[src/rtl/mmu_pkg.sv]
// Shared widths, state encoding and small helpers for the MMU front end.
// The TLB and the table-walk stage both use these widths.
package mmu_pkg;

  localparam int MVA_W = 14;
  localparam int OFF_W = 5;
  localparam int VPN_W = 9;
  localparam int PPN_W = 9;
  localparam int CNT_W = 16;

  typedef enum logic {
    ST_IDLE = 1'b0,
    ST_WALK = 1'b1
  } tlb_state_e;

  // Increment that sticks at all-ones instead of wrapping.
  function automatic logic [CNT_W-1:0] sat_inc(input logic [CNT_W-1:0] value);
    return (&value) ? value : value + 1'b1;
  endfunction

endpackage

[src/rtl/mmu_tlb_victim.sv]
// Replacement choice for the TLB: lowest-index free entry if one exists,
// otherwise a round-robin pointer that moves only when a valid entry is evicted.
module mmu_tlb_victim
  import mmu_pkg::*;
#(
  parameter int ENTRIES = 8,
  localparam int IDX_W = $clog2(ENTRIES)
) (
  input  logic               in_clk,
  input  logic               in_rst,
  input  logic [ENTRIES-1:0] in_valid,
  input  logic               in_fill,
  output logic [IDX_W-1:0]   out_victim
);

  logic [IDX_W-1:0] free_idx;
  logic             any_free;
  logic [IDX_W-1:0] ptr_reg;

  // Scan from the top so the lowest free index is the one left standing.
  always_comb begin
    free_idx = '0;
    any_free = 1'b0;
    for (int i = ENTRIES - 1; i >= 0; i--) begin
      if (!in_valid[i]) begin
        free_idx = IDX_W'(i);
        any_free = 1'b1;
      end
    end
  end

  // ENTRIES is a power of two, so the natural wrap is the modulo.
  always_ff @(posedge in_clk) begin
    if (in_rst) begin
      ptr_reg <= '0;
    end else if (in_fill && !any_free) begin
      ptr_reg <= ptr_reg + 1'b1;
    end
  end

  assign out_victim = any_free ? free_idx : ptr_reg;

endmodule

[src/rtl/mmu_tlb.sv]
// Fully-associative TLB: single-cycle hits, misses handed to the table-walk
// stage and filled on return.
module mmu_tlb
  import mmu_pkg::*;
#(
  parameter int ENTRIES = 8
) (
  input  logic             in_clk,
  input  logic             in_rst,
  input  logic             in_req,
  input  logic [MVA_W-1:0] in_mva,
  input  logic             in_flush,
  output logic             out_ready,
  output logic             out_valid,
  output logic [MVA_W-1:0] out_paddr,
  output logic             out_walk_en,
  output logic [MVA_W-1:0] out_walk_mva,
  input  logic             in_walk_done,
  input  logic [MVA_W-1:0] in_walk_paddr,
  output logic [CNT_W-1:0] out_hit_cnt,
  output logic [CNT_W-1:0] out_miss_cnt
);

  localparam int IDX_W = $clog2(ENTRIES);

  tlb_state_e       state_reg;
  logic [ENTRIES-1:0] valid_reg;
  logic [VPN_W-1:0] vpn_reg [ENTRIES];
  logic [PPN_W-1:0] ppn_reg [ENTRIES];
  logic [MVA_W-1:0] mva_reg;
  logic             flush_pend_reg;

  logic [ENTRIES-1:0] match;
  logic             hit_any;
  logic [PPN_W-1:0] hit_ppn;
  logic             walk_fire;
  logic             do_fill;
  logic [IDX_W-1:0] victim;
  logic             walk_off_unused;

  genvar gi;
  generate
    for (gi = 0; gi < ENTRIES; gi++) begin : g_match
      assign match[gi] = valid_reg[gi] && (vpn_reg[gi] == in_mva[MVA_W-1:OFF_W]);
    end
  endgenerate

  assign hit_any = |match;

  // At most one entry matches, so OR-ing the selected PPNs is a plain mux.
  always_comb begin
    hit_ppn = '0;
    for (int i = 0; i < ENTRIES; i++) begin
      if (match[i]) begin
        hit_ppn = hit_ppn | ppn_reg[i];
      end
    end
  end

  // A flush seen at any point of the walk suppresses the fill.
  assign walk_fire = (state_reg == ST_WALK) && in_walk_done;
  assign do_fill   = walk_fire && !in_flush && !flush_pend_reg;

  // The page offset of the walk result is never used.
  assign walk_off_unused = ^in_walk_paddr[OFF_W-1:0];

  mmu_tlb_victim #(
    .ENTRIES(ENTRIES)
  ) u_victim (
    .in_clk    (in_clk),
    .in_rst    (in_rst),
    .in_valid  (valid_reg),
    .in_fill   (do_fill),
    .out_victim(victim)
  );

  always_ff @(posedge in_clk) begin
    if (in_rst) begin
      state_reg      <= ST_IDLE;
      out_valid      <= 1'b0;
      out_paddr      <= '0;
      mva_reg        <= '0;
      valid_reg      <= '0;
      flush_pend_reg <= 1'b0;
      out_hit_cnt    <= '0;
      out_miss_cnt   <= '0;
    end else begin
      out_valid <= 1'b0;
      case (state_reg)
        ST_IDLE: begin
          flush_pend_reg <= 1'b0;
          if (in_req) begin
            if (hit_any) begin
              out_valid   <= 1'b1;
              out_paddr   <= {hit_ppn, in_mva[OFF_W-1:0]};
              out_hit_cnt <= sat_inc(out_hit_cnt);
            end else begin
              mva_reg      <= in_mva;
              out_miss_cnt <= sat_inc(out_miss_cnt);
              state_reg    <= ST_WALK;
            end
          end
        end
        ST_WALK: begin
          if (in_walk_done) begin
            out_valid      <= 1'b1;
            out_paddr      <= {in_walk_paddr[MVA_W-1:OFF_W], mva_reg[OFF_W-1:0]};
            flush_pend_reg <= 1'b0;
            state_reg      <= ST_IDLE;
          end else if (in_flush) begin
            flush_pend_reg <= 1'b1;
          end
        end
        default: state_reg <= ST_IDLE;
      endcase

      // Same-cycle lookups above still see the pre-flush valid bits.
      if (in_flush) begin
        valid_reg <= '0;
      end else if (do_fill) begin
        valid_reg[victim] <= 1'b1;
      end
    end
  end

  // Tag/data storage needs no reset: valid_reg gates every use.
  always_ff @(posedge in_clk) begin
    if (do_fill && !in_rst) begin
      vpn_reg[victim] <= mva_reg[MVA_W-1:OFF_W];
      ppn_reg[victim] <= in_walk_paddr[MVA_W-1:OFF_W];
    end
  end

  assign out_ready    = (state_reg == ST_IDLE);
  assign out_walk_en  = (state_reg == ST_WALK);
  assign out_walk_mva = mva_reg;

endmodule

[config.mk]
export PLATFORM = sky130hd
export DESIGN_NAME = mmu_tlb
export DESIGN_NICKNAME = d
export VERILOG_FILES = /design/src/rtl/mmu_pkg.sv /design/src/rtl/mmu_tlb_victim.sv /design/src/rtl/mmu_tlb.sv
export SDC_FILE = /design/constraint.sdc
export NUM_CORES = 1
export LEC_CHECK = 0
export ABC_AREA = 0
export ABC_CLOCK_PERIOD_IN_PS = 6700
export CORE_MARGIN = 2
export CORE_UTILIZATION = 49
export DETAILED_ROUTE_END_ITERATION = 8
export PLACE_DENSITY = 0.71
export SLEW_MARGIN = 10
export SYNTH_ARGS = -nofsm -noshare
export SYNTH_HDL_FRONTEND = slang
export SYNTH_SLANG_ARGS = --single-unit
[constraint.sdc]
create_clock -name in_clk -period 6.7 [get_ports in_clk]
set_clock_uncertainty 0.15 [all_clocks]
set_input_delay 1.34 -clock in_clk [delete_from_list [all_inputs] [get_ports in_clk]]
set_output_delay 1.34 -clock in_clk [all_outputs]
set_load 0.02 [all_outputs]
Word-level counts from Yosys, hierarchy flattened
Memory sizes are Yosys's and may differ from the RTL's.
Index checks and enable logic that the tools add are counted.

word-level totals
  flip-flop bits (word level) = 74
  bits in latches = 0
  memory bits (writable) = 144
  memory bits (read-only) = 0
  input bits = 33
  output and inout bits = 63
  logic and storage cells = 110
  memories = 2

memories
  name     depth  bits a word  rd ports  clocked after memory_dff  wr ports  RTL line       text
  ppn_reg  8      9            8         0                         1         mmu_tlb.sv:29  logic [PPN_W-1:0] ppn_reg [ENTRIES];
  vpn_reg  8      9            8         0                         1         mmu_tlb.sv:28  logic [VPN_W-1:0] vpn_reg [ENTRIES];

cells by class
  add/sub/neg operators = 3
  multiply operators = 0
  div/mod/pow operators = 0
  order comparisons = 2
  equal/unequal tests = 12
  shifts and indexed selects = 0
  multiplexer cells = 44
  bitwise logic cells = 12
  reduce and logical (&&, ||, !) cells = 26

operator list
  kind                                                                                  count
  9-bit == test                                                                         8
  9-bit 2-to-1 mux                                                                      8
  9-bit OR                                                                              7
  14-bit 2-to-1 mux                                                                     3
  16-bit by 1-bit adder with 16-bit output (second input constant)                      2
  16-bit AND reduction                                                                  2
  14-bit one-hot mux with 2 select lines                                                1
  3-bit 2-to-1 mux                                                                      9
  1-bit 2-to-1 mux                                                                      19
  1-bit logical AND                                                                     14
  8-bit OR                                                                              1
  4-bit AND reduction                                                                   2
  8-bit OR reduction                                                                    1
  1-bit one-hot mux with 2 select lines                                                 3
  3-bit AND reduction                                                                   2
  1-bit logical NOT                                                                     4
  3-bit by 4-bit < comparator with 1-bit output (second input constant)                 1
  2-bit != test (second input constant)                                                 2
  1-bit NOT                                                                             4
  3-bit by 1-bit adder with 3-bit output (second input constant)                        1
  1-bit demux with 3-bit select                                                         1
  3-bit by 1-bit greater-or-equal comparator with 1-bit output (second input constant)  1
  3-bit != test (second input constant)                                                 1
  2-bit by 1-bit != test with 1-bit output (second input constant)                      1
  2-bit OR reduction                                                                    1

Logic depth before layout (Yosys ltp)
  depth in word-level cells = 20
  gate-level depth with buffers = 10
  mapped depth without buffers = 7

Hierarchy
A second synthesis with hierarchy kept.

second synthesis, totals
  cells, all modules = 724
  area, all modules = 9146.3 um2

by module, submodules not included
  module          instances  cells an instance  area each (um2)  seq. area each (um2)
  mmu_tlb         1          698                8928.6           5745.5
  mmu_tlb_victim  1          26                 217.7            60.1

Least setup slack after synthesis
OpenSTA, ideal clock, no wires.

  path kind = in2reg
  start point = input port in_walk_done
  end point = memory ppn_reg[5][0], enable pin
  library setup time = 416 ps
  arrival = 3541 ps
  data required time = 6134 ps
  path slack = 2593 ps
  cell stages on the path = 5
  buffers on the path = 1
  cells stage by stage = and2_1 > clkbuf_1 > nand2_1 > or3_1 > nor3_1

on the way
  word-level cells in the longest chain between the ends = 6

RTL lines
  what                                    RTL line        text
  start: declaration                      mmu_tlb.sv:18   input logic in_walk_done,
  1-bit logical AND                       mmu_tlb.sv:61   assign walk_fire = (state_reg == ST_WALK) && in_walk_done;
  1-bit logical AND (2 in a row)          mmu_tlb.sv:62   assign do_fill = walk_fire && !in_flush && !flush_pend_reg;
  1-bit logical AND                       mmu_tlb.sv:128  if (do_fill && !in_rst) begin
  1-bit 2-to-1 mux                        mmu_tlb.sv:128
  1-bit 2-to-1 mux (implied by the code)  mmu_tlb.sv:130  ppn_reg[victim] <= in_walk_paddr[MVA_W-1:OFF_W];
  end: declaration                        mmu_tlb.sv:29

No other way between the ends.

Worst setup path after layout
  start point = input port in_mva[13]
  end point = register out_miss_cnt[11]

on the way
  word-level cells in the longest chain between the ends = 5
  elaborated cells between the ends (all ways) = 19
  those cells by class = 8 x eq/ne; 1 x bitwise; 10 x reduce/logical

RTL lines
  what                                    RTL line       text
  start: declaration                      mmu_tlb.sv:11  input logic [MVA_W-1:0] in_mva,
  9-bit == test                           mmu_tlb.sv:44  assign match[gi] = valid_reg[gi] && (vpn_reg[gi] == in_mva[MVA_W-1:OFF_W]);
  1-bit logical AND                       mmu_tlb.sv:44
  8-bit OR reduction *                    mmu_tlb.sv:48  assign hit_any = |match;
  1-bit NOT (no source line) *            -
  4-bit AND reduction (no source line) *  -
  end signal: assignment                  mmu_tlb.sv:99  out_miss_cnt <= sat_inc(out_miss_cnt);
  end: declaration                        mmu_tlb.sv:21  output logic [CNT_W-1:0] out_miss_cnt

Mark *: on every way between the ends. The rest lies on a longest branch, timed or not.
A chain may end at the register's enable or synchronous reset.

==> impl_metrics.py <==
metrics = {
    "floorplan": {
        "ioPinCount": 96,
        "die_w_um": 141,
        "die_area_um2": 19800,
        "core-area_um2": 18100,
        "placementRows": 49,
        "chipHeight_um": 141,
        "initial_core_util": 0.504,
    },
    "synthesis": {
        "netlist_instances": 728,
        "yosys_warnings": 0,
        "yosys-top-cells-area": "edfxtp_1, dfxtp_1, xnor2_1",
        "synth_seq_area_share": 0.635,
        "yosysUniqueCellTypes": 48,
        "yosysMostFrequentCell": "edfxtp_1",
        "ys_seq_elements": 218,
        "synthArstFlopShare": 0,
        "syn_nets": 764,
        "syn_avg_cell_area_um2": 12.6,
        "synth_area_um2": 9140,
        "synthTopCellsByCount": "edfxtp_1, dfxtp_1, xnor2_1, nor2_1, a21oi_1",
        "synth_flop_cell": "edfxtp_1",
        "synth_top_area_frac": 0.473,
        "synth_edf_count": 144,
        "synth_area_leader_cell": "edfxtp_1",
    },
    "power_and_ir_drop": {
        "p_leak_uw": 0.00357,
        "worst_ir_drop_vdd_v": 0.000216,
        "power.density_nw_per_um2": 258,
    },
    "sta": {
        "finalCritPeriodShare": 0.737,
        "slew_viol_final": 0,
        "fmax_mhz": 202,
        "tns_ps": 0,
        "worst_slew_pin_slew_ps": 1060,
        "hold_viol": 0,
        "relSlewSlack": 0.293,
        "setup_viol": 0,
        "fin_crit_ps": 4940,
        "rsz0062_at_grt": "false",
    },
    "worst_setup_path": {
        "end_kind": "flip-flop",
        "crit_path_start_kind": "input pin",
        "r2r_start": "vpn_reg[6][4]",
        "path_class": "input pin to flip-flop",
        "r2r_slack_ps": 3100,
        "worstPathMaxFanout": 44,
        "cp.arrival_ps": 5210,
        "reg2reg_depth": 8,
        "r2r-end": "out_miss_cnt[11]",
        "crit_required_ps": 6970,
    },
    "drt": {
        "dr.pass1.iters": 6,
        "wl_met3_um": 1560,
        "top_layer": "met4",
        "final_antenna_net_count": 0,
        "routedWlPerCell_um": 20.2,
        "dr_wl_met2_um": 10600,
        "drtIter0Drc": 559,
        "vias": 6396,
        "via_per_inst": 6.01,
        "drc_errors": 0,
        "wl_met1_um": 8920,
        "drt_wl_total_um": 21500,
    },
    "clocking": {
        "postCtsSetupRepairBufs": 0,
        "numClockSinks": 218,
        "numCtsBuffers": 23,
        "htreeDepth": 1,
        "cts_resized": 0,
        "path_clk_slew_ps": 60,
        "cts_buffer_depth": 3,
        "cts_tree": "done",
        "worstSkewPairLatency_ps": 500,
        "cts_root_buf": "clkbuf_16",
        "hold_buffers": 0,
    },
    "global_routing": {
        "track_usage": 0.215,
        "grt_first_pass_wirelength_um": 33500,
        "grt_pass1_vias": 6159,
        "antenna_found_initial": 0,
        "grt_overflow_total": 0,
        "grt_max_degree": 77,
    },
    "placed_design": {
        "dp_cells": 1024,
        "gp_congestion": 0.834,
        "portBuffers": 90,
        "place_hpwl_um": 13500,
    },
    "min_path": {
        "hold_end": "out_paddr[13]",
        "min_from": "out_paddr[13]",
        "worstHoldPathType": "flip-flop to flip-flop",
        "worstHoldPathCells": 2,
    },
    "layout": {
        "antenna_cells": 0,
        "final_cells": 1065,
        "nets": 856,
        "nFillCells": 1413,
        "drive_gt1_frac": 0.0861,
        "area_growth_pct": 20.5,
    },
    "status": {
        "status": "finished clean",
    },
    "job": {
        "maxCapViolCount": 0,
    },
}
==> cell families after synthesis <==
logic type               count (synthesis)  synth area share
adder cells (fa/ha/maj)                  3           0.00411
multiplexers                            21            0.0235
buffers and inverters                   52            0.0282
flip-flops                             218             0.635
AO/OA/AOI/OAI                          131            0.0964
XOR/XNOR                                74            0.0709
AND/OR/NAND/NOR                        229             0.142
==> routing by layer <==
metal  up-vias  track usage
met4         0       0.0547
met5         -            0
met2       259        0.369
met3        32       0.0294
li1       2943            -
met1      3162        0.293
==> layout make-up <==
cell class / count / area (um^2) / share of cell area
well taps: 229 / 287 / 0.0260
clock buffers: 31 / 637 / 0.0578
inverters: 14 / 52.6 / 0.00477
multi-input cells: 458 / 3110 / 0.283
flip-flops and latches: 218 / 5810 / 0.527
clock inverters: 10 / 111 / 0.0101
repair buffers: 105 / 1010 / 0.0916
==> power by group <==
| group | internal (uW) | switching [uW] |
|---|---|---|
| clock network | 745 | 492 |
| registers | 1440 | 16.1 |
| logic | 63.1 | 84.6 |
==> cell usage in the layout (no fill, tap or decap), types with 9 or more instances in the layout <==
cell type        instances
edfxtp_1               144
clkdlybuf4s50_1         89
dfxtp_1                 74
xnor2_1                 54
nor2_1                  53
a21oi_1                 52
nand2_1                 30
nand3_1                 27
clkbuf_16               23
a22oi_1                 21
xor2_1                  20
nand4_1                 18
o31ai_1                 18
or4_1                   18
mux2i_1                 17
nor3_1                  15
buf_4                   15
inv_1                   14
nor2b_1                 11
and3_1                   9
==> per-stage QoR <==
stage | util | instance area (um^2) | setup WS [ps] | hold WS, ps | power (uW)
CTS | 0.606 | 11000 | 1650 | 320 | 2870
detailed placement | 0.565 | 10300 | 1180 | 313 | 1640
finish | 0.607 | 11000 | 1760 | 316 | 2840
global route | 0.607 | 11000 | 1470 | 340 | 2940
floorplan | - | 9140 | 2590 | 323 | 1570
global placement | 0.565 | 10300 | 1280 | 306 | 1630
==> worst max-delay path, stage by stage <==
cell and delay (ps):
clkdlybuf4s50_1 850, xnor2_1 170, nand4_1 180, nor4_4 60, buf_4 200, nor4_2 510
nand3_2 910, or4_1 800, a21oi_1 150
==> worst max path at each step <==
stage	startpoint	end	slack, ps	cells after the start
6_report	in_mva[13]	out_miss_cnt[11]	1760	9
5_1_grt	in_mva[13]	out_miss_cnt[11]	1470	9
4_1_cts	in_mva[13]	out_miss_cnt[11]	1650	9
3_5_place_dp	in_mva[13]	out_miss_cnt[14]	1180	9
3_3_place_gp	in_mva[13]	out_miss_cnt[14]	1280	9
2_1_floorplan	in_walk_done	ppn_reg[5][0]	2590	5
Power figures use the tool's default switching activity.
